==> config.mk <==
export PLATFORM = sky130hd
export DESIGN_NAME = id_stage_decoder
export DESIGN_NICKNAME = d
export VERILOG_FILES = /design/src/rtl/id_stage_decoder.sv
export SDC_FILE = /design/constraint.sdc
export NUM_CORES = 1
export LEC_CHECK = 0
export ABC_CLOCK_PERIOD_IN_PS = 3300
export BUFFER_PORTS_ARGS = -buffer_cell sky130_fd_sc_hd__buf_2
export CAP_MARGIN = 15
export CELL_PAD_IN_SITES_DETAIL_PLACEMENT = 0
export CELL_PAD_IN_SITES_GLOBAL_PLACEMENT = 2
export CORE_MARGIN = 1.5
export CORE_UTILIZATION = 26
export CTS_BUF_LIST = sky130_fd_sc_hd__clkbuf_16
export DETAILED_ROUTE_END_ITERATION = 16
export PLACE_DENSITY_LB_ADDON = 0.1
export SKIP_LAST_GASP = 1
export SYNTH_ARGS = -nofsm -noshare
export SYNTH_HDL_FRONTEND = slang
export SYNTH_SLANG_ARGS = --single-unit
==> constraint.sdc <==
create_clock -name clk -period 3.3 [get_ports clk]
set_input_delay 0.33 -clock clk [delete_from_list [all_inputs] [get_ports clk]]
set_output_delay 0.33 -clock clk [all_outputs]
set_load 0.02 [all_outputs]
==> src/rtl/id_stage_decoder.sv <==
`default_nettype none
// ============================================================================
// Module   : id_stage_decoder
// Brief    : Registered RV32I/RV64I decode stage with a 2-entry skid buffer.
// Revision : 1.0 - initial release
// ============================================================================
module id_stage_decoder #(
    parameter int XLEN = 32,
    parameter bit EN_M = 1'b0
) (
    input  logic            clk,
    input  logic            rst_n,
    input  logic            flush,
    input  logic            in_valid,
    output logic            in_ready,
    input  logic [31:0]     in_instr,
    input  logic [XLEN-1:0] in_pc,
    output logic            out_valid,
    input  logic            out_ready,
    output logic [XLEN-1:0] out_pc,
    output logic [6:0]      out_opcode,
    output logic [4:0]      out_rd,
    output logic [2:0]      out_funct3,
    output logic [4:0]      out_rs1,
    output logic [4:0]      out_rs2,
    output logic [6:0]      out_funct7,
    output logic [XLEN-1:0] out_imm,
    output logic [2:0]      out_fmt,
    output logic            out_rs1_used,
    output logic            out_rs2_used,
    output logic            out_rd_we,
    output logic            out_illegal
);

    localparam logic [6:0] c_OP_OP     = 7'b0110011;
    localparam logic [6:0] c_OP_IMM    = 7'b0010011;
    localparam logic [6:0] c_OP_LOAD   = 7'b0000011;
    localparam logic [6:0] c_OP_JALR   = 7'b1100111;
    localparam logic [6:0] c_OP_SYSTEM = 7'b1110011;
    localparam logic [6:0] c_OP_STORE  = 7'b0100011;
    localparam logic [6:0] c_OP_BRANCH = 7'b1100011;
    localparam logic [6:0] c_OP_LUI    = 7'b0110111;
    localparam logic [6:0] c_OP_AUIPC  = 7'b0010111;
    localparam logic [6:0] c_OP_JAL    = 7'b1101111;

    localparam logic [6:0] c_F7_BASE = 7'b0000000;
    localparam logic [6:0] c_F7_ALT  = 7'b0100000;
    localparam logic [6:0] c_F7_MUL  = 7'b0000001;

    localparam logic [2:0] c_FMT_R    = 3'd0;
    localparam logic [2:0] c_FMT_I    = 3'd1;
    localparam logic [2:0] c_FMT_S    = 3'd2;
    localparam logic [2:0] c_FMT_B    = 3'd3;
    localparam logic [2:0] c_FMT_U    = 3'd4;
    localparam logic [2:0] c_FMT_J    = 3'd5;
    localparam logic [2:0] c_FMT_NONE = 3'd7;

    localparam int c_REC_W = XLEN + 32 + XLEN + 3 + 4;

    logic [6:0]      w_opcode;
    logic [2:0]      w_funct3;
    logic [6:0]      w_funct7;
    logic [4:0]      w_rd;
    logic [2:0]      w_fmt_raw;
    logic [2:0]      w_fmt;
    logic [XLEN-1:0] w_imm_raw;
    logic [XLEN-1:0] w_imm;
    logic            w_bad;
    logic            w_illegal;
    logic            w_rs1_used;
    logic            w_rs2_used;
    logic            w_rd_we;

    assign w_opcode = in_instr[6:0];
    assign w_rd     = in_instr[11:7];
    assign w_funct3 = in_instr[14:12];
    assign w_funct7 = in_instr[31:25];

    always_comb begin
        w_fmt_raw = c_FMT_NONE;
        w_imm_raw = '0;
        w_bad     = 1'b0;
        case (w_opcode)
            c_OP_OP: begin
                w_fmt_raw = c_FMT_R;
                if (!((w_funct7 == c_F7_BASE) || (w_funct7 == c_F7_ALT) ||
                      (EN_M && (w_funct7 == c_F7_MUL))))
                    w_bad = 1'b1;
                // Only SUB and SRA use the alternate funct7
                if ((w_funct7 == c_F7_ALT) && (w_funct3 != 3'b000) && (w_funct3 != 3'b101))
                    w_bad = 1'b1;
            end
            c_OP_IMM: begin
                w_fmt_raw = c_FMT_I;
                w_imm_raw = XLEN'($signed(in_instr[31:20]));
                if ((w_funct3 == 3'b001) && (w_funct7 != c_F7_BASE))
                    w_bad = 1'b1;
                if ((w_funct3 == 3'b101) && (w_funct7 != c_F7_BASE) && (w_funct7 != c_F7_ALT))
                    w_bad = 1'b1;
            end
            c_OP_LOAD, c_OP_JALR, c_OP_SYSTEM: begin
                w_fmt_raw = c_FMT_I;
                w_imm_raw = XLEN'($signed(in_instr[31:20]));
            end
            c_OP_STORE: begin
                w_fmt_raw = c_FMT_S;
                w_imm_raw = XLEN'($signed({in_instr[31:25], in_instr[11:7]}));
            end
            c_OP_BRANCH: begin
                w_fmt_raw = c_FMT_B;
                w_imm_raw = XLEN'($signed({in_instr[31], in_instr[7], in_instr[30:25],
                                           in_instr[11:8], 1'b0}));
            end
            c_OP_LUI, c_OP_AUIPC: begin
                w_fmt_raw = c_FMT_U;
                w_imm_raw = XLEN'($signed({in_instr[31:12], 12'b0}));
            end
            c_OP_JAL: begin
                w_fmt_raw = c_FMT_J;
                w_imm_raw = XLEN'($signed({in_instr[31], in_instr[19:12], in_instr[20],
                                           in_instr[30:21], 1'b0}));
            end
            default: w_bad = 1'b1;
        endcase
        if (in_instr[1:0] != 2'b11)
            w_bad = 1'b1;
    end

    assign w_illegal  = w_bad;
    assign w_fmt      = w_bad ? c_FMT_NONE : w_fmt_raw;
    assign w_imm      = w_bad ? '0 : w_imm_raw;
    assign w_rs1_used = (w_fmt == c_FMT_R) || (w_fmt == c_FMT_I) ||
                        (w_fmt == c_FMT_S) || (w_fmt == c_FMT_B);
    assign w_rs2_used = (w_fmt == c_FMT_R) || (w_fmt == c_FMT_S) || (w_fmt == c_FMT_B);
    assign w_rd_we    = ((w_fmt == c_FMT_R) || (w_fmt == c_FMT_I) ||
                         (w_fmt == c_FMT_U) || (w_fmt == c_FMT_J)) && (w_rd != 5'd0);

    logic [c_REC_W-1:0] w_rec;
    logic [c_REC_W-1:0] r_slot [2];
    logic [1:0]         r_count;
    logic               w_push;
    logic               w_pop;
    logic               w_wr_slot;
    logic [31:0]        w_head_instr;

    assign w_rec = {in_pc, in_instr, w_imm, w_fmt, w_rs1_used, w_rs2_used, w_rd_we, w_illegal};

    assign in_ready  = (r_count != 2'd2);
    assign out_valid = (r_count != 2'd0);
    assign w_push    = in_valid && in_ready;
    assign w_pop     = out_valid && out_ready;
    // Slot 0 is always the head; a pop shifts slot 1 forward
    assign w_wr_slot = w_pop ? (r_count == 2'd2) : (r_count == 2'd1);

    always_ff @(posedge clk or negedge rst_n) begin
        if (!rst_n) begin
            r_count   <= 2'd0;
            r_slot[0] <= '0;
            r_slot[1] <= '0;
        end else if (flush) begin
            r_count <= 2'd0;
        end else begin
            if (w_pop && (r_count == 2'd2))
                r_slot[0] <= r_slot[1];
            if (w_push) begin
                if (w_wr_slot)
                    r_slot[1] <= w_rec;
                else
                    r_slot[0] <= w_rec;
            end
            r_count <= r_count + {1'b0, w_push} - {1'b0, w_pop};
        end
    end

    assign {out_pc, w_head_instr, out_imm, out_fmt,
            out_rs1_used, out_rs2_used, out_rd_we, out_illegal} = r_slot[0];

    assign out_opcode = w_head_instr[6:0];
    assign out_rd     = w_head_instr[11:7];
    assign out_funct3 = w_head_instr[14:12];
    assign out_rs1    = w_head_instr[19:15];
    assign out_rs2    = w_head_instr[24:20];
    assign out_funct7 = w_head_instr[31:25];

endmodule
`default_nettype wire

# ---- Yosys cells after proc, flatten, opt, wreduce, memory -nomap -nowiden
# Index checks and enable logic that the tools add are counted.
dict set report word_totals {
  reg_bits 208
  input_bits 69
  word_cells 73
  output_inout_bits 105
}
dict set report classes {
  muxes 16
  n_bitwise 1
  n_addsub 2
  n_reduce_logical 27
  eq_ne 24
}
# op count
set ops {}
lappend ops {{103-bit 2-to-1 mux} 3}
lappend ops {{206-bit 2-to-1 mux} 1}
lappend ops {{32-bit case mux with 5 select lines} 1}
lappend ops {{32-bit 2-to-1 mux} 1}
lappend ops {{7-bit by 6-bit equality test with 1-bit output (second input constant)} 4}
lappend ops {{7-bit equality test (second input constant)} 4}
lappend ops {{3-bit case mux with 6 select lines} 1}
lappend ops {{7-bit by 5-bit equality test with 1-bit output (second input constant)} 2}
lappend ops {{3-bit equality test (second input constant)} 3}
lappend ops {{1-bit logical AND} 9}
lappend ops {{1-bit logical OR} 8}
lappend ops {{8-bit OR reduction} 1}
lappend ops {{7-bit by 2-bit equality test with 1-bit output (second input constant)} 1}
lappend ops {{7-bit zero test} 1}
lappend ops {{7-bit by 6-bit inequality test with 1-bit output (second input constant)} 1}
lappend ops {{7-bit nonzero test} 1}
lappend ops {{3-bit by 1-bit equality test with 1-bit output (second input constant)} 2}
lappend ops {{3-bit by 2-bit equality test with 1-bit output (second input constant)} 2}
lappend ops {{1-bit 2-to-1 mux} 6}
lappend ops {{5-bit nonzero test} 1}
lappend ops {{2-bit inequality test (second input constant)} 2}
lappend ops {{4-bit OR reduction} 1}
lappend ops {{3-bit zero test} 1}
lappend ops {{3-bit 2-to-1 mux} 1}
lappend ops {{12 further kinds} 12}

# ---- Depth between registers and ports, before layout
# Gate-level depths: netlist of the first run.
dict set report logic_depth {
  ltp_word 14
  mapped_depth 9
}

# ---- Worst setup path after synthesis of the first run
# No wires, ideal clock.
dict set report synth_timing {
  path_kind {flip-flop to flip-flop}
  startpoint {reg r_count[1]}
  endpoint {reg r_slot[70] in the netlist's numbering}
  synth_period_minus_slack_ps 2083
  path_stages_with_launch 8
  required_ps 3182
  setup_time_ps 118
  arrival_time_ps 1965
  path_slack_ps 1217
  n_path_buf 3
  path_cell_list {dfrtp_1 > or3b_1 > or3b_2 > clkbuf_1 > clkbuf_1 > buf_1 > nand2_1 > nand2_1}
}
dict set report synth_between {
  elab_chain_len 4
  word_cells_on_any_way 8
  classes_between {eq/ne (3); mux (1); reduce/logical (4)}
}
# item line_no
set synth_lines {}
lappend synth_lines {{from (decl)} 140} ;# logic [1:0] r_count;
lappend synth_lines {{from (signal assigned)} 171} ;# r_count <= r_count + {1'b0, w_push} - {1'b0, w_pop};
lappend synth_lines {{2-bit nonzero test} 149} ;# assign out_valid = (r_count != 2'd0);
lappend synth_lines {{1-bit logical AND} 151} ;# assign w_pop = out_valid && out_ready;
lappend synth_lines {{1-bit 2-to-1 mux} 153} ;# assign w_wr_slot = w_pop ? (r_count == 2'd2) : (r_count == 2'd1);
lappend synth_lines {{3-bit AND reduction (no source line) *} --}
lappend synth_lines {{to (decl)} 139} ;# logic [c_REC_W-1:0] r_slot [2];
# Every way passes the cells marked *; elsewhere a longest branch is shown, timed or not.
# A chain may end at the register's enable or synchronous reset.

# ---- Worst setup path in the final report of the first run
dict set report layout_timing {
  startpoint {reg r_count[1]}
  endpoint {reg r_slot, in the netlist out_imm[15]}
}
dict set report layout_between {
  elab_chain_len 6
  word_cells_on_any_way 11
  classes_between {eq/ne (3); mux (4); reduce/logical (4)}
}
# item line_no
set layout_lines {}
lappend layout_lines {{2-bit nonzero test} 149}
lappend layout_lines {{1-bit logical AND} 151}
lappend layout_lines {{1-bit logical AND} 163} ;# if (w_pop && (r_count == 2'd2))
lappend layout_lines {{103-bit 2-to-1 mux} 163}
lappend layout_lines {{103-bit 2-to-1 mux} 166} ;# if (w_wr_slot)
lappend layout_lines {{206-bit 2-to-1 mux *} 165} ;# if (w_push) begin
# Marks and branches as above.

==> PnR_summary.wiki, run 1 <==
{| class="wikitable"
! Metric !! Value
|-
| Fraction of the yosys area taken by sequential cells || 0.528
|-
| Final number of hold-violating endpoints || 0
|-
| CTS buffer count || 27
|-
| First-pass GRT wire length || around 50,000 um
|-
| Kind of cell adding the most delay to the critical path || simple AND/OR/NAND/NOR gates
|-
| Met2 routed wirelength || 15,400 um
|-
| Worst slew slack as a fraction of its limit || 0.463
|-
| Timing-limited maximum frequency || 434 MHz
|-
| GR Overflow Total || 0
|-
| Total negative slack || 0 ns
|-
| Number of standard-cell rows in the floorplan || roughly 70
|-
| H-tree depth reported by CTS || 1
|-
| Destination of the worst register-to-register timing path || out_imm[15]
|-
| Worst hold path depth || 3
|-
| Port-buffer cells || 173
|-
| #FFs+latches synth || 208
|-
| Final max-slew violation count || 0
|-
| Hold wc startpoint || in_pc[1]
|-
| Root buffer selected by CTS || sky130_fd_sc_hd__clkbuf_16
|-
| Most common cell in the netlist || sky130_fd_sc_hd__nand2_1
|-
| Initial core utilization || 0.263
|-
| Count of cells along the worst register-to-register path || 7
|-
| Worst skew pair latency || 0.53 ns
|-
| Clock transition time at the flip-flop clock pins of the worst setup and hold paths || 0.06 ns
|-
| Number of standard cells after synthesis || 977
|-
| Via count of the first global-routing pass || ~8,100
|-
| Y dimension of the die || around 200 um
|-
| Final RePlAce weighted congestion || around 0.70
|-
| Post-route clock skew || 0.00715 ns
|-
| Critical Path Start Type || flip-flop
|-
| Outcome || completed
|-
| Per-cell via count in the routed design || around 4.7
|-
| Power density cells || 818 nW/um2
|-
| Cell types occupying the most area after synthesis || sky130_fd_sc_hd__dfrtp_1 53%, sky130_fd_sc_hd__o22a_1 11%, sky130_fd_sc_hd__nand2_1 8.4%
|-
| Filler cells || 3,967
|-
| Maximum net fanout on the critical path || 23
|-
| Number of failing setup endpoints in the final timing report || 0
|-
| Avg Cell Area, Syn || 10.1 um2
|-
| Netlist area before placement || 9860 um2
|-
| Leakage Power || 5.21 nW
|-
| Hpwl dp || 20,800 um
|-
| Global-route usage over all layers || 0.167
|-
| Count of flip-flops with a built-in enable after synthesis || 0
|-
| Layout area overhead || 18.8%
|-
| Reg-to-Reg Start || r_count[1]
|-
| Max Cap Violations || 0
|-
| Overall routed net length || 32,300 um
|-
| Violation count after the first detailed-routing iteration || around 330
|-
| Number of DRC violations after detailed routing || 0
|-
| Floorplan Core Area || about 37,000 um2
|-
| Share of layout cells above drive strength 1 || 0.238
|-
| Signal arrival time at the worst endpoint || 2.74 ns
|-
| TritonCTS clock tree || done
|-
| Worst voltage drop across the vdd grid || 0.346 mV
|-
| Worst hold-check path type || in -> reg
|-
| Final cell area excluding filler cells || 11,700 um2
|-
| Area of the multi-input gates || approximately 3600 um2
|-
| Leading area contributor after synthesis || sky130_fd_sc_hd__dfrtp_1
|-
| Worst path cell trace || nor2b_1 -> inv_1 -> nand3_4 -> nor2_1 -> buf_4 -> nand3_2 -> o21ai_0
|-
| Biggest cell delay along the critical path || around 0.41 ns
|-
| Register-to-register path setup slack || 0.99 ns
|-
| Buf+Inv Stages, Crit Path || 2
|-
| Total die area || 39,100 um2
|-
| Terminating pin of the worst hold path || r_slot[72]
|-
| Share of the clock period used by the worst path || 0.699
|-
| Num ports || between 150 and 200
|-
| DRT antenna net count || 0
|-
| Warnings from Yosys || 0
|-
| Net count after synthesis || 1,048
|-
| Number of vias after detailed routing || 7,476
|-
| Routed length on met3 || 1410 um
|-
| Setup repair after global routing missed its margin || no
|-
| Crit-path slowest cell || sky130_fd_sc_hd__dfrtp_1
|-
| Placement Cell Area || 10,600 um2
|-
| Synth top area share || 0.528
|-
| Sort of element at the end of the critical path || flip-flop
|-
| Nets || 1,128
|-
| Fin crit period || 2.31 ns
|-
| Worst path required time || 3.74 ns
|-
| Largest net degree at the start of global routing || 83
|-
| Worst slew pin tran || 0.806 ns
|-
| Overall power after layout || 0.00957 W
|-
| Routed metal-1 wirelength || between 10,000 and 15,000 um
|-
| Antenna violations before repair || 0
|-
| Commonest cells post-synth || 220 x sky130_fd_sc_hd__nand2_1, 208 x sky130_fd_sc_hd__dfrtp_1, 129 x sky130_fd_sc_hd__o22a_1
|-
| Number of inserted diodes || 0
|-
| Die W || 198 um
|-
| Total clock sinks || 208
|-
| Maximum buffer depth of the clock tree || 3
|-
| Primary flip-flop cell chosen by synthesis mapping || sky130_fd_sc_hd__dfrtp_1
|-
| Worst setup path class || reg -> reg
|-
| Number of optimization iterations in the first detailed-route pass || 7
|-
| Top metal layer carrying routed signals || met4
|-
| Area taken by flip-flops and latches || 5200 um2
|-
| Distinct cells, synth || 57
|-
| Mean routed wirelength per cell || 20.3 um
|-
| Post-synthesis async set-or-reset flop share || 1.00
|}
worst max path at each step:
stage,cells after the start,from,endpoint,slack [ns]
after floorplan,7,r_count[1],r_slot[70],1.22
after global placement,6,in_instr[31],out_imm[3],0.64
after detailed placement,6,in_instr[31],out_imm[0],0.58
after CTS,7,r_count[1],out_imm[15],0.94
after global routing,7,r_count[1],out_imm[15],0.76
final,7,r_count[1],out_imm[15],0.99
cell type report:
type                    instances  share of cell area
flip-flops and latches        208               0.444
multi-input cells             587               0.309
repair buffers                221               0.118
clock buffers                  27              0.0577
well taps                     511              0.0546
clock inverters                22              0.0128
inverters                      12             0.00385
metrics by stage:
step                      worst slack [ns]  hold slack [ns]   util  instances
final                                0.994           0.0187  0.312       1588
after global routing                 0.755           0.0197  0.312       1588
after CTS                            0.936         0.000704  0.312       1588
after detailed placement             0.581            0.400  0.283       1512
after global placement               0.636            0.376  0.283       1512
after floorplan                       1.22           0.0344      -        977
placed cells by master, fill, tap and decap left out, types with 5 or more instances in the layout:
cell type and instances:
sky130_fd_sc_hd__nand2_1 219, sky130_fd_sc_hd__dfrtp_1 208, sky130_fd_sc_hd__buf_2 171, sky130_fd_sc_hd__o22a_1 129, sky130_fd_sc_hd__o21ai_0 36, sky130_fd_sc_hd__a22oi_1 34, sky130_fd_sc_hd__a21oi_1 29, sky130_fd_sc_hd__clkbuf_16 27
sky130_fd_sc_hd__dlygate4sd3_1 27, sky130_fd_sc_hd__o21ai_1 20, sky130_fd_sc_hd__inv_1 16, sky130_fd_sc_hd__buf_4 16, sky130_fd_sc_hd__nor2_1 13, sky130_fd_sc_hd__o22ai_1 11, sky130_fd_sc_hd__a22o_1 9, sky130_fd_sc_hd__clkinv_1 9
sky130_fd_sc_hd__o31ai_2 7, sky130_fd_sc_hd__a221oi_1 6, sky130_fd_sc_hd__buf_12 6, sky130_fd_sc_hd__o31ai_1 5, sky130_fd_sc_hd__clkinv_2 5
flip-flops by register name, indices dropped and copies added (netlist names):
name,flops
out_funct3,3
r_slot,103
r_count,2
out_illegal,1
out_imm,32
out_pc,32
out_opcode,7
out_rd,5
out_rs1_used,1
out_rs1,5
out_rs2,5
out_rs2_used,1
out_fmt,3
out_rd_we,1
out_funct7,7
worst reg2reg max path, stage by stage (launching register included):
cell and delay, ns:
sky130_fd_sc_hd__dfrtp_1 0.41, sky130_fd_sc_hd__nor2b_1 0.19, sky130_fd_sc_hd__inv_1 0.18, sky130_fd_sc_hd__nand3_4 0.35, sky130_fd_sc_hd__nor2_1 0.20, sky130_fd_sc_hd__buf_4 0.21
sky130_fd_sc_hd__nand3_2 0.38, sky130_fd_sc_hd__o21ai_0 0.29
layer usage:
metal,global-route usage,vias to the layer above
met5,0,-
met4,0.0314,0
met3,0.0322,35
met2,0.284,145
met1,0.222,3755
li1,-,3541
logic make-up after synthesis:
kind of cell | count (synthesis) | share of synthesized area
fa+ha+maj | 2 | 0.00254
mux | 2 | 0.00216
buf+inv | 182 | 0.109
xor+xnor | 5 | 0.00444
flops | 208 | 0.528
compound gates | 295 | 0.227
simple gates | 283 | 0.127
report_power, final:
part           leakage, nW  total [W]  internal [W]  switching, W
Clock                0.420    0.00277       0.00163       0.00115
Sequential            2.58    0.00392       0.00342      0.000496
Combinational         2.21    0.00288       0.00117       0.00171
repair_timing:
item | CTS | global route
endpoints found under the hold margin | 104 | 0
hold buffers | 27 | 0
resized for setup | 0 | 0
buffers inserted | 0 | 0
endpoints found under the setup margin | 0 | 0
Power figures use the tool's default switching activity.
==> run 2, diff against run 1 <==
- ABC_AREA: unset -> 1
- ABC_CLOCK_PERIOD_IN_PS: 3300 -> 2100
- clock period: 3.3 -> 2.1 ns (I/O delays scaled with it)
==> run 2 against run 1 <==
  * Total power rose by 75%
  * Synthesized area up 10%
  * The run now ends with design-rule violations left
  * Clock skew increased by 0.0021 ns
  * Routed wire length up 18%
  * Worst hold slack gained 0.041 ns
  * Highest routed layer unchanged
  * First-iteration DRC count grew 100%
  * Final area rose by 13%
  * Die area grew 10%
  * Synthesized cell count is 45% higher
  * Via count up 27%
  * Critical endpoint is now out_imm[10]
  * Clock power up 64%
  * Register-to-register slack worse by 0.77 ns
==> PnR_summary.wiki, run 2 <==
{| class="wikitable"
! Metric !! Value
|-
| Setup repair after global routing missed its margin || no
|-
| Final cell area excluding filler cells || 13,300 um2 (+13%)
|-
| Flip-flop count of the largest register, all copies and words added || 103 (unchanged)
|-
| Maximum buffer depth of the clock tree || 3 (unchanged)
|-
| Multiplexer fraction of the synthesized cell area || 0 (-0.00216)
|-
| Power density cells || 1260 nW/um2 (+54%)
|-
| Share of layout cells above drive strength 1 || 0.177 (-0.0607)
|-
| Area taken by flip-flops and latches || 5200 um2 (unchanged)
|-
| Most common cell in the netlist || sky130_fd_sc_hd__nand2_1
|-
| Clock transition time at the flip-flop clock pins of the worst setup and hold paths || 0.06 ns (about the same)
|-
| DRT antenna net count || 0 (unchanged)
|-
| Cell types occupying the most area after synthesis || sky130_fd_sc_hd__dfrtp_1 48%, sky130_fd_sc_hd__nand2_1 18%, sky130_fd_sc_hd__buf_4 7.1%
|-
| Worst hold-check path type || in -> reg
|-
| Netlist area before placement || 10,900 um2 (+10%)
|-
| Worst slew slack as a fraction of its limit || 0.522 (+0.0593)
|-
| Placement Cell Area || 11,700 um2 (+11%)
|-
| Hold wc startpoint || in_instr[31]
|-
| #FFs+latches synth || 208 (unchanged)
|-
| Global-route usage over all layers || 0.177 (+0.00915)
|-
| Signal arrival time at the worst endpoint || 2.38 ns (-0.36 ns)
|-
| H-tree depth reported by CTS || 1 (unchanged)
|-
| Worst skew pair latency || 0.56 ns (+0.03 ns)
|-
| Num ports || 174 (unchanged)
|-
| Warnings from Yosys || 0 (unchanged)
|-
| Sequential share of power || 0.389 (-0.020)
|-
| Leading area contributor after synthesis || sky130_fd_sc_hd__dfrtp_1
|-
| CTS buffer count || 28 (+3.7%)
|-
| Layout area overhead || 22.2%
|-
| First-pass GRT wire length || 59,300 um (+18%)
|-
| Worst voltage drop across the vdd grid || 0.528 mV (+53%)
|-
| Port-buffer cells || 173 (unchanged)
|-
| Number of vias after detailed routing || 9,524 (+27%)
|-
| Terminating pin of the worst hold path || r_slot[38]
|-
| Biggest cell delay along the critical path || 0.53 ns (+0.12 ns)
|-
| Total die area || 43,000 um2 (+10%)
|-
| Per-cell via count in the routed design || 4.58 (-2.7%)
|-
| Count of cells along the worst register-to-register path || 8 (+1)
|-
| Mean routed wirelength per cell || 18.4 um (-9.6%)
|-
| Post-route clock skew || 0.00922 ns (+0.00207 ns)
|-
| Post-Synth Simple-Gate Area || 0.226 (+0.0989)
|-
| Stages on worst setup path || 15 (+8)
|-
| Number of failing setup endpoints in the final timing report || 0 (unchanged)
|-
| Synth Area in Compound Gates || 0.149 (-0.0778)
|-
| Worst path required time || 2.55 ns (-1.19 ns)
|-
| Synth top area share || 0.479 (-0.0492)
|-
| Violation count after the first detailed-routing iteration || 653 (+100%)
|-
| Commonest cells post-synth || 534 x sky130_fd_sc_hd__nand2_1, 208 x sky130_fd_sc_hd__dfrtp_1, 108 x sky130_fd_sc_hd__inv_1
|-
| Switching portion of total power || 0.392 (+0.0423)
|-
| Synthesized-area fraction occupied by xor and xnor cells || 0.00161 (-0.00283)
|-
| GR Overflow Total || 0 (unchanged)
|-
| Worst hold path depth || 3 (unchanged)
|-
| Reg-to-Reg Start || r_count[1]
|-
| Worst setup path class || in -> reg
|-
| Number of standard cells after synthesis || 1,416 (+45%)
|-
| Outcome || finished, violations left
|-
| Leakage Power || 6.79 nW (+30%)
|-
| Main combinational cell family by area after synthesis || simple AND/OR/NAND/NOR gates
|-
| Final RePlAce weighted congestion || 0.719 (+2.5%)
|-
| Number of standard-cell rows in the floorplan || 74 (+4.2%)
|-
| Total negative slack || 0 ns (unchanged)
|-
| Destination of the worst register-to-register timing path || out_opcode[1]
|-
| Net count after synthesis || 1,487 (+42%)
|-
| Register-to-register path setup slack || 0.22 ns (-0.77 ns)
|-
| Count of flip-flops with a built-in enable after synthesis || 0 (unchanged)
|-
| Fin crit period || 1.93 ns
|-
| Worst path cell trace || dlygate4sd3_1 -> buf_2 -> nand2_1 -> inv_2 -> nand2_2 -> inv_2 -> nand2_4 -> nand3_1 -> nor2_2 -> nor2_4 -> buf_12 -> o21ai_1 -> nand2_1 -> nand2_1 -> nand2_1
|-
| Number of DRC violations after detailed routing || 10 (+10)
|-
| Y dimension of the die || 207 um (+4.9%)
|-
| Antenna violations before repair || 2 (+2)
|-
| Violations in the final reports || design-rule violations
|-
| Logic gate share of total power || 0.340 (+0.039)
|-
| Share of the clock period used by the worst path || 0.918
|-
| Part of the power in the clock network || 0.271 (-0.019)
|-
| Kind of cell adding the most delay to the critical path || buffers and inverters
|-
| Filler cells || 4,476 (+13%)
|-
| Hpwl dp || 24,200 um (+16%)
|-
| Final max-slew violation count || 0 (unchanged)
|-
| TritonCTS clock tree || done
|-
| Max Cap Violations || 0 (unchanged)
|-
| Worst slew pin tran || 0.717 ns (-0.0890 ns)
|-
| Via count of the first global-routing pass || 9,554 (+18%)
|-
| Crit-path slowest cell || sky130_fd_sc_hd__dlygate4sd3_1
|-
| Floorplan Core Area || 41,000 um2 (+9.4%)
|-
| Critical Path Start Type || input pin
|-
| Most Frequent Cell on Critical Path || sky130_fd_sc_hd__nand2_1
|-
| Area of the multi-input gates || 4180 um2 (+16%)
|-
| WHS || 0.0594 ns (+0.0407 ns)
|-
| Number of inserted diodes || 0 (unchanged)
|-
| Area share of fa/ha/maj cells after synthesis || 0.00230 (-0.000237)
|-
| Number of optimization iterations in the first detailed-route pass || 11 (+4)
|-
| Largest net degree at the start of global routing || 140 (+69%)
|-
| Post-synthesis async set-or-reset flop share || 1.00 (unchanged)
|-
| Fraction of the yosys area taken by sequential cells || 0.479 (-0.0492)
|-
| Int Pwr || 0.0102 W (+63%)
|-
| Maximum net fanout on the critical path || 35 (+52%)
|-
| Avg Cell Area, Syn || 7.68 um2 (-24%)
|-
| Total clock sinks || 208 (unchanged)
|-
| Root buffer selected by CTS || sky130_fd_sc_hd__clkbuf_16
|-
| Sort of element at the end of the critical path || flip-flop
|-
| Overall routed net length || 38,200 um (+18%)
|-
| Die W || 207 um (+4.9%)
|-
| Buf+Inv Stages, Crit Path || 5 (+3)
|-
| Leading cell type in the layout, fill and taps excluded || sky130_fd_sc_hd__nand2_1
|-
| Switching component of the power || 0.00657 W (+96%)
|-
| Most flop-heavy register || r_slot
|-
| Commonest cells after routing, fill and taps aside || 533 x sky130_fd_sc_hd__nand2_1, 208 x sky130_fd_sc_hd__dfrtp_1, 172 x sky130_fd_sc_hd__buf_2
|-
| Nets || 1,598 (+42%)
|-
| Timing-limited maximum frequency || 519 MHz
|-
| Primary flip-flop cell chosen by synthesis mapping || sky130_fd_sc_hd__dfrtp_1
|-
| Final number of hold-violating endpoints || 0 (unchanged)
|-
| Initial core utilization || 0.265 (+0.00209)
|-
| Distinct cells, synth || 28 (-51%)
|}
[run 2: area by class of cell]
type / instances / share of cell area
Clock buffer: 29 / 0.0546
Sequential cell: 208 / 0.392
Clock inverter: 22 / 0.00951
Multi-Input combinational cell: 905 / 0.315
Inverter: 113 / 0.0320
Timing Repair Buffer: 271 / 0.147
Tap cell: 532 / 0.0501
[run 2: worst max path at each step]
stage,from,end,slack (ns)
6_report,in_instr[0],out_imm[10],0.17
5_1_grt,r_count[1],out_opcode[5],0.02
4_1_cts,in_instr[0],out_imm[10],0.06
3_5_place_dp,in_instr[0],out_imm[10],0.01
3_3_place_gp,in_instr[0],out_imm[10],-0.005
2_1_floorplan,r_count[0],out_fmt[2],0.39
[run 2: worst register-to-register path: stages, from the launching register on]
cell	delay, ns
sky130_fd_sc_hd__dfrtp_1	0.45
sky130_fd_sc_hd__inv_1	0.10
sky130_fd_sc_hd__nand3_1	0.08
sky130_fd_sc_hd__inv_1	0.09
sky130_fd_sc_hd__nor2_4	0.23
sky130_fd_sc_hd__buf_4	0.23
sky130_fd_sc_hd__buf_4	0.28
sky130_fd_sc_hd__nand2_1	0.09
sky130_fd_sc_hd__a32oi_1	0.23
[run 2: power by group through the flow]
stage / clock network (W) / registers, W / logic (W)
after CTS: 0.00470 / 0.00653 / 0.00582
after detailed placement: 0 / 0.00658 / 0.00570
final: 0.00453 / 0.00651 / 0.00570
after global placement: 0 / 0.00657 / 0.00569
after floorplan: 0 / 0.00632 / 0.00488
after global routing: 0.00485 / 0.00672 / 0.00637
[run 2: what timing repair did]
| action | in CTS | in global routing |
|---|---|---|
| setup buffers | 0 | 3 |
| setup endpoints to repair | 0 | 37 |
| hold endpoints to repair | 232 | 0 |
| resized for setup | 0 | 7 |
| hold buffers | 64 | 0 |
[run 2: kinds of logic (layout without fill, tap and decap cells)]
group / count (synthesis) / in the layout
xor+xnor: 2 / 2
fa+ha+maj: 2 / 2
buf+inv: 303 / 435
compound gates: 273 / 273
flops: 208 / 208
simple gates: 628 / 628
[run 2: per-stage QoR]
stage                     worst slack [ns]  cells  utilization  total power [W]
after floorplan                      0.390   1416            -           0.0112
after global routing                0.0166   2080        0.324           0.0180
after detailed placement            0.0121   1962        0.286           0.0123
after global placement            -0.00477   1962        0.286           0.0123
final                                0.172   2080        0.324           0.0167
after CTS                           0.0605   2077        0.322           0.0170
[run 2: metal layers]
layer,routed length [um],part of all wire,GRT usage
met5,0,0,0
met4,559,0.015,0.0317
met3,1510,0.040,0.0262
met2,17100,0.45,0.281
met1,19000,0.50,0.256
